### config.mk
export PLATFORM = sky130hd
export DESIGN_NAME = pipe_stage_skid
export DESIGN_NICKNAME = d
export VERILOG_FILES = /design/src/rtl/pipe_pkg.sv /design/src/rtl/pipe_perf_cnt.sv /design/src/rtl/pipe_stage_skid.sv
export SDC_FILE = /design/constraint.sdc
export NUM_CORES = 1
export LEC_CHECK = 0
export ABC_AREA = 1
export CAP_MARGIN = 0
export CORE_ASPECT_RATIO = 0.9
export CORE_MARGIN = 2
export CORE_UTILIZATION = 42
export DETAILED_ROUTE_END_ITERATION = 12
export PLACE_DENSITY = 0.69
export SLEW_MARGIN = 10
export SYNTH_ARGS = -nofsm -noshare
export SYNTH_HDL_FRONTEND = slang
export SYNTH_SLANG_ARGS = --single-unit
### constraint.sdc
create_clock -name clk -period 4.45 [get_ports clk]
set_input_delay 0.89 -clock clk [delete_from_list [all_inputs] [get_ports clk]]
set_output_delay 0.89 -clock clk [all_outputs]
set_load 0.01 [all_outputs]
### src/rtl/pipe_pkg.sv
`default_nettype none
// ============================================================================
// Module   : pipe_pkg
// Purpose  : Shared widths, stage payload layouts and skid-state encoding
//            for the pipeline stage registers.
// Revision : 1.0  initial release
// ============================================================================
package pipe_pkg;

  localparam int XLEN    = 32;
  localparam int INSTR_W = 32;

  // addi x0, x0, 0 -- the canonical bubble instruction
  localparam logic [INSTR_W-1:0] NOP_INSTR = 32'h00000013;

  typedef struct packed {
    logic [INSTR_W-1:0] instr;
    logic [XLEN-1:0]    pc;
    logic [XLEN-1:0]    pc_plus4;
  } ifid_t;

  typedef struct packed {
    logic [XLEN-1:0] pc_plus4;
    logic [XLEN-1:0] rs1_val;
    logic [XLEN-1:0] rs2_val;
    logic [XLEN-1:0] imm;
    logic [4:0]      rd;
    logic [7:0]      ctrl;
  } idex_t;

  typedef struct packed {
    logic [XLEN-1:0] pc_plus4;
    logic [XLEN-1:0] alu_result;
    logic [XLEN-1:0] store_data;
    logic [4:0]      rd;
    logic [3:0]      ctrl;
  } exmem_t;

  typedef struct packed {
    logic [XLEN-1:0] pc_plus4;
    logic [XLEN-1:0] alu_result;
    logic [XLEN-1:0] load_data;
    logic [4:0]      rd;
    logic [2:0]      ctrl;
  } memwb_t;

  localparam int IFID_W  = $bits(ifid_t);
  localparam int IDEX_W  = $bits(idex_t);
  localparam int EXMEM_W = $bits(exmem_t);
  localparam int MEMWB_W = $bits(memwb_t);

  // Encoded as {skid_valid, main_valid}; 2'b10 is unreachable
  typedef enum logic [1:0] {
    EMPTY = 2'b00,
    ONE   = 2'b01,
    FULL  = 2'b11
  } skid_state_e;

  function automatic ifid_t ifid_bubble(input logic [XLEN-1:0] pc);
    ifid_t b;
    b.instr    = NOP_INSTR;
    b.pc       = pc;
    b.pc_plus4 = pc + XLEN'(4);
    return b;
  endfunction

endpackage
`default_nettype wire

### src/rtl/pipe_perf_cnt.sv
`default_nettype none
// ============================================================================
// Module   : pipe_perf_cnt
// Purpose  : Saturating event counter with enable; sticks at all-ones.
// Revision : 1.0  initial release
// ============================================================================
module pipe_perf_cnt
  import pipe_pkg::*;
#(
  parameter int CNT_W = XLEN
) (
  input  logic             clk,
  input  logic             rst_n,
  input  logic             en,
  output logic [CNT_W-1:0] count
);

  logic [CNT_W-1:0] r_count;

  always_ff @(posedge clk or negedge rst_n) begin
    if (!rst_n) begin
      r_count <= '0;
    end else if (en && (r_count != {CNT_W{1'b1}})) begin
      r_count <= r_count + 1'b1;
    end
  end

  assign count = r_count;

endmodule
`default_nettype wire

### src/rtl/pipe_stage_skid.sv
`default_nettype none
// ============================================================================
// Module   : pipe_stage_skid
// Purpose  : Valid/ready pipeline stage register with a 2-entry skid buffer;
//            up_ready and all downstream outputs come straight from flops.
//            Optional build macro PIPE_STAGE_PERF_EN adds stall/flush counters.
// Revision : 1.0  initial release
// ============================================================================
module pipe_stage_skid
  import pipe_pkg::*;
#(
  parameter int                DATA_W     = IFID_W,
  parameter logic [DATA_W-1:0] FLUSH_DATA = {DATA_W{1'b0}}
) (
  input  logic              clk,
  input  logic              rst_n,
  input  logic              flush,
  input  logic              up_valid,
  output logic              up_ready,
  input  logic [DATA_W-1:0] up_data,
  output logic              dn_valid,
  input  logic              dn_ready,
  output logic [DATA_W-1:0] dn_data
`ifdef PIPE_STAGE_PERF_EN
  ,
  output logic [31:0]       perf_stall_cnt,
  output logic [31:0]       perf_flush_cnt
`endif
);

  logic              r_main_valid;
  logic [DATA_W-1:0] r_main_data;
  logic              r_skid_valid;
  logic [DATA_W-1:0] r_skid_data;

  logic              w_up_xfer;
  logic              w_dn_xfer;
  skid_state_e       w_state;

  assign w_up_xfer = up_valid & ~r_skid_valid;
  assign w_dn_xfer = r_main_valid & dn_ready;
  assign w_state   = skid_state_e'({r_skid_valid, r_main_valid});

  always_ff @(posedge clk or negedge rst_n) begin
    if (!rst_n) begin
      r_main_valid <= 1'b0;
      r_skid_valid <= 1'b0;
      r_main_data  <= FLUSH_DATA;
      r_skid_data  <= FLUSH_DATA;
    end else if (flush) begin
      r_main_valid <= 1'b0;
      r_skid_valid <= 1'b0;
      r_main_data  <= FLUSH_DATA;
      r_skid_data  <= FLUSH_DATA;
    end else begin
      case (w_state)
        EMPTY: begin
          if (w_up_xfer) begin
            r_main_valid <= 1'b1;
            r_main_data  <= up_data;
          end
        end
        ONE: begin
          if (w_up_xfer && w_dn_xfer) begin
            r_main_data <= up_data;
          end else if (w_up_xfer) begin
            r_skid_valid <= 1'b1;
            r_skid_data  <= up_data;
          end else if (w_dn_xfer) begin
            r_main_valid <= 1'b0;
          end
        end
        default: begin
          // FULL, and the stray 2'b10 encoding which drains its skid entry
          if (w_dn_xfer || !r_main_valid) begin
            r_main_valid <= 1'b1;
            r_main_data  <= r_skid_data;
            r_skid_valid <= 1'b0;
          end
        end
      endcase
    end
  end

  assign up_ready = ~r_skid_valid;
  assign dn_valid = r_main_valid;
  assign dn_data  = r_main_data;

`ifdef PIPE_STAGE_PERF_EN
  logic w_stall_evt;

  assign w_stall_evt = r_main_valid & ~dn_ready;

  pipe_perf_cnt #(.CNT_W(32)) u_stall_cnt (
    .clk   (clk),
    .rst_n (rst_n),
    .en    (w_stall_evt),
    .count (perf_stall_cnt)
  );

  pipe_perf_cnt #(.CNT_W(32)) u_flush_cnt (
    .clk   (clk),
    .rst_n (rst_n),
    .en    (flush),
    .count (perf_flush_cnt)
  );
`endif

endmodule
`default_nettype wire
Word level (Yosys, flattened, before mapping) --
Cells that the tools add are included.
Word-level totals: latch bits 0, register bits after elaboration 194, output and inout bits 98, input bits 101, memories kept 0, bits in writable memories 0, logic and storage cells 47, ROM bits 0
Operators by class: eq/ne operators 9, div/mod/pow operators 0, multipliers 0, reductions and logical operators 12, $add $sub $neg 0, bitwise gates (word level) 3, $lt $le $gt $ge 0, mux-type cells 19, shift-type cells 0
Operators by type and width (count):
- 2-to-1 mux 96 bit | 7
- one-hot mux 96 bit (2 select lines) | 1
- inequality test 3 bit (second input constant) | 6
- 2-to-1 mux 1 bit | 9
- AND reduction 3 bit | 2
- AND reduction 5 bit | 1
- inequality test 2 bit (second input constant) | 2
- one-hot mux 1 bit (2 select lines) | 2
- AND reduction 4 bit | 1
- nonzero test 2 bit | 2
- nonzero test 4 bit | 1
- nonzero test 3 bit | 1
- AND 1 bit | 2
- equality test 2 x 1 -> 1 bit (second input constant) | 1
- logical NOT 2 bit | 1
- logical AND 1 bit | 1
- logical NOT 1 bit | 1
- logical OR 1 bit | 1
- inverter 1 bit | 1

Depth between registers and ports, before layout --
word-level depth 6, mapped depth 10

Worst setup path before layout --
Ideal clock, no wire load.
path kind input to register, start point in flush, end point reg r_main_data[10] (netlist: dn_data[10]), required time 4385 ps, setup time 65 ps, arrival 1896 ps, slack 2489 ps, stages on the path 6, cell sequence clkinv_1 > nand4_2 > buf_2 > clkbuf_1 > nand4_1 > nand2_1
On the way: word-level cells in the longest chain between the ends 2, elaborated cells on any way between the ends 5, those cells by class eq/ne (2); mux (1); reduce/logical (2)
RTL lines:
- start: declaration | line pipe_stage_skid.sv:17 | input logic flush,
- inequality test 3 bit (no line) / nonzero test 4 bit (equally long branches)
- AND reduction 3 bit (no line)
- end signal: assignment | line pipe_stage_skid.sv:60 | r_main_data <= up_data;
- end signal: assignment | line pipe_stage_skid.sv:65 | r_main_data <= up_data;
- end signal: assignment | line pipe_stage_skid.sv:77 | r_main_data <= r_skid_data;
- end: declaration | line pipe_stage_skid.sv:32 | logic [DATA_W-1:0] r_main_data;
Parallel ways exist; a longest one is shown, timed or not. A chain may end at the register's enable or synchronous reset.

Worst setup path after layout --
start point in flush, end point reg r_main_data[52] (netlist: dn_data[52])
The elaborated chain is that of the path after synthesis.

==> flow_summary.json <==
{
  "drt_pre_antenna_iters": 5,
  "fmax_mhz": 309,
  "place_area_um2": 11200,
  "cts_buffer_depth": 2,
  "reg2reg_depth": 7,
  "insertion_delay_ps": 440,
  "clkTransAtPathRegs_ps": 80,
  "wl_per_cell_um": 17.2,
  "finalCriticalPeriod_ps": 3240,
  "cap_violations": 0,
  "avgSynthCellArea_um2": 7.75,
  "synth_top_family_by_area": "simple AND/OR/NAND/NOR gates",
  "synthAdderAreaFrac_pct": 0,
  "crit_required_ps": 4770,
  "setup-tns-final_ps": 0,
  "synth_mux_area_share_pct": 0,
  "syn-cell-area_um2": 9140,
  "min_from": "dn_data[20]",
  "core_area_um2": 21500,
  "nets": 1407,
  "r2r-end": "dn_data[52]",
  "cts_root_buffer": "clkbuf_16",
  "post-cts-setup-buffer-count": 0,
  "postLayoutCellArea_um2": 11800,
  "dpl.hpwl_um": 15400,
  "worst_slew_pin_slew_ps": 1150,
  "overflow": 0,
  "cts.repair.resized": 0,
  "initial_core_util_pct": 42.5,
  "crit_fanout": 59,
  "via_per_inst": 5.41,
  "synthToLayoutAreaGrowth_pct": 28.7,
  "fillers": 2023,
  "fin_crit_sh_pct": 72.7,
  "first_global_vias": 8390,
  "hold_violations": 0,
  "num_vias": 8708,
  "slowest_delay_ps": 570,
  "rows": 51,
  "grt_start_max_net_pins": 103,
  "antenna_found_initial": 1,
  "hold_path.class": "reg -> reg",
  "synth_compound_area_share_pct": 8.04,
  "synthesis.nets": 1280,
  "rsz0062_at_grt": "false",
  "report.final.slew_viol_count": 0,
  "first_iter_violations": 751,
  "endpoint_kind": "flop",
  "ys_ff_latch": 194,
  "cts_max_level": 4,
  "hold_depth": 2,
  "io_buffers": 198,
  "synthCells": 1179,
  "multiInputGateArea_um2": 3860,
  "yosys.area_share.simple_pct": 33.8,
  "pin_count": 199,
  "yosys.area_share.xor_xnor_pct": 0,
  "final-seq-area_um2": 4860,
  "dieArea_um2": 22900,
  "grt_pass1_wl_um": 44600,
  "critPathArrivalTime_ps": 3550,
  "slew_headroom_pct": 23.6,
  "die_h_um": 144,
  "path_cells": "buf_4 -> clkinv_2 -> nand4_4 -> nand3_4 -> buf_4 -> nand2_1 -> nand2_1",
  "worst_hold_path.endpoint": "dn_data[20]",
  "p_per_area_nw_per_um2": 356,
  "setup_viol": 0,
  "peakVddDrop_uv": 187,
  "status": "finished clean",
  "critical_path_class": "in -> reg",
  "cp_slowest_cell": "nand3_4",
  "p_leak_nw": 5.78,
  "drc": 0,
  "clock_sinks": 194,
  "worstReg2RegStart": "r_skid_valid",
  "seq_area_frac_synth_pct": 53.1,
  "r2r_slack_ps": 1400,
  "finalWirelength_um": 27700,
  "cts_buffers": 17,
  "startpoint": "flush",
  "place_congestion": 0.785,
  "finClkSkew_ps": 12.6,
  "cts_tree": "built",
  "layout-drive-gt1-share_pct": 4.40,
  "die_x_um": 159,
  "ant_nets": 0,
  "yosys_warnings": 0,
  "grt.total_usage_pct": 24.4,
  "start_kind": "input port",
  "postCtsHoldBufs": 0,
  "yosysUniqueCellTypes": 22
}
routing by layer:
| layer | up-vias | global-route usage, % | share of wire [%] |
|---|---|---|---|
| met2 | 353 | 40.5 | 48 |
| met1 | 4191 | 32.3 | 44 |
| met3 | 39 | 4.96 | 6.1 |
| met5 | - | 0 | 0.047 |
| li1 | 4123 | - | - |
| met4 | 2 | 7.61 | 1.9 |
worst max-delay path, delay by kind of cell:
family / cells / cell delay (ps)
and+or+nand+nor: 4 / 960
buffers and inverters: 3 / 1590
kinds of logic after synthesis:
| kind of cell | count (synthesis) |
|---|---|
| buffers and inverters | 110 |
| DFF | 194 |
| AOI/OAI and AO/OA | 146 |
| and+or+nand+nor | 729 |
state kept, by name (all words and copies together) (netlist names):
register	flops
r_skid_data	96
dn_data	96
r_skid_valid	1
dn_valid	1
layout make-up:
| type | count | share of cell area [%] |
|---|---|---|
| Tap cell | 291 | 3.10 |
| Clock inverter | 15 | 1.23 |
| Timing Repair Buffer | 211 | 17.7 |
| Sequential cell | 194 | 41.3 |
| Multi-Input combinational cell | 875 | 32.8 |
| Clock buffer | 17 | 3.62 |
| Inverter | 7 | 0.245 |
| Antenna cell | 1 | 0.0213 |
metrics by stage:
step | hold WS [ps] | instances | total power [mW] | util [%] | setup slack, ps
2_1_floorplan | 479 | 1179 | 2.29 | - | 2490
3_3_place_gp | 466 | 1578 | 2.71 | 52.0 | 871
3_5_place_dp | 465 | 1578 | 2.72 | 52.0 | 823
4_1_cts | 485 | 1610 | 4.21 | 54.7 | 1290
5_1_grt | 491 | 1610 | 4.36 | 54.7 | 1040
6_report | 482 | 1611 | 4.18 | 54.7 | 1210
power breakdown:
part | internal, mW | total (mW) | switching, mW
sequential | 1.89 | 1.96 | 0.0777
clock | 0.744 | 1.50 | 0.756
combinational | 0.328 | 0.717 | 0.389
total | 2.96 | 4.18 | 1.22
cell usage in the layout (no fill, tap or decap), types with 5 or more instances in the layout:
cell	instances
a21oi_1	96
clkdlybuf4s50_1	196
buf_4	14
dfrtp_1	193
clkbuf_16	17
o21ai_1	10
nand4_1	97
clkinv_4	5
nor2_1	96
nand2_1	481
nand3_1	48
o21ai_0	39
how the worst max path moves through the flow:
stage                       end  slack (ps)  cells past startpoint
floorplan           dn_data[10]        2490                      6
global placement    dn_data[75]         870                      7
detailed placement  dn_data[66]         820                      7
CTS                 dn_data[52]        1290                      7
global route        dn_data[64]        1040                      7
finish              dn_data[52]        1210                      7
synth_stat cells, drive strengths merged:
cell / count / area (um^2)
a41oi: 1 / 8.76
nor3: 1 / 5.00
nand2: 482 / 1810
dfrtp: 194 / 4850
clkbuf: 61 / 229
a21oi: 96 / 480
nor2: 97 / 364
inv: 6 / 22.5
nand3: 49 / 250
buf: 42 / 206
o21ai: 49 / 245
nand4: 100 / 653
clkinv: 1 / 3.75
(Power assumes the default switching activity.)
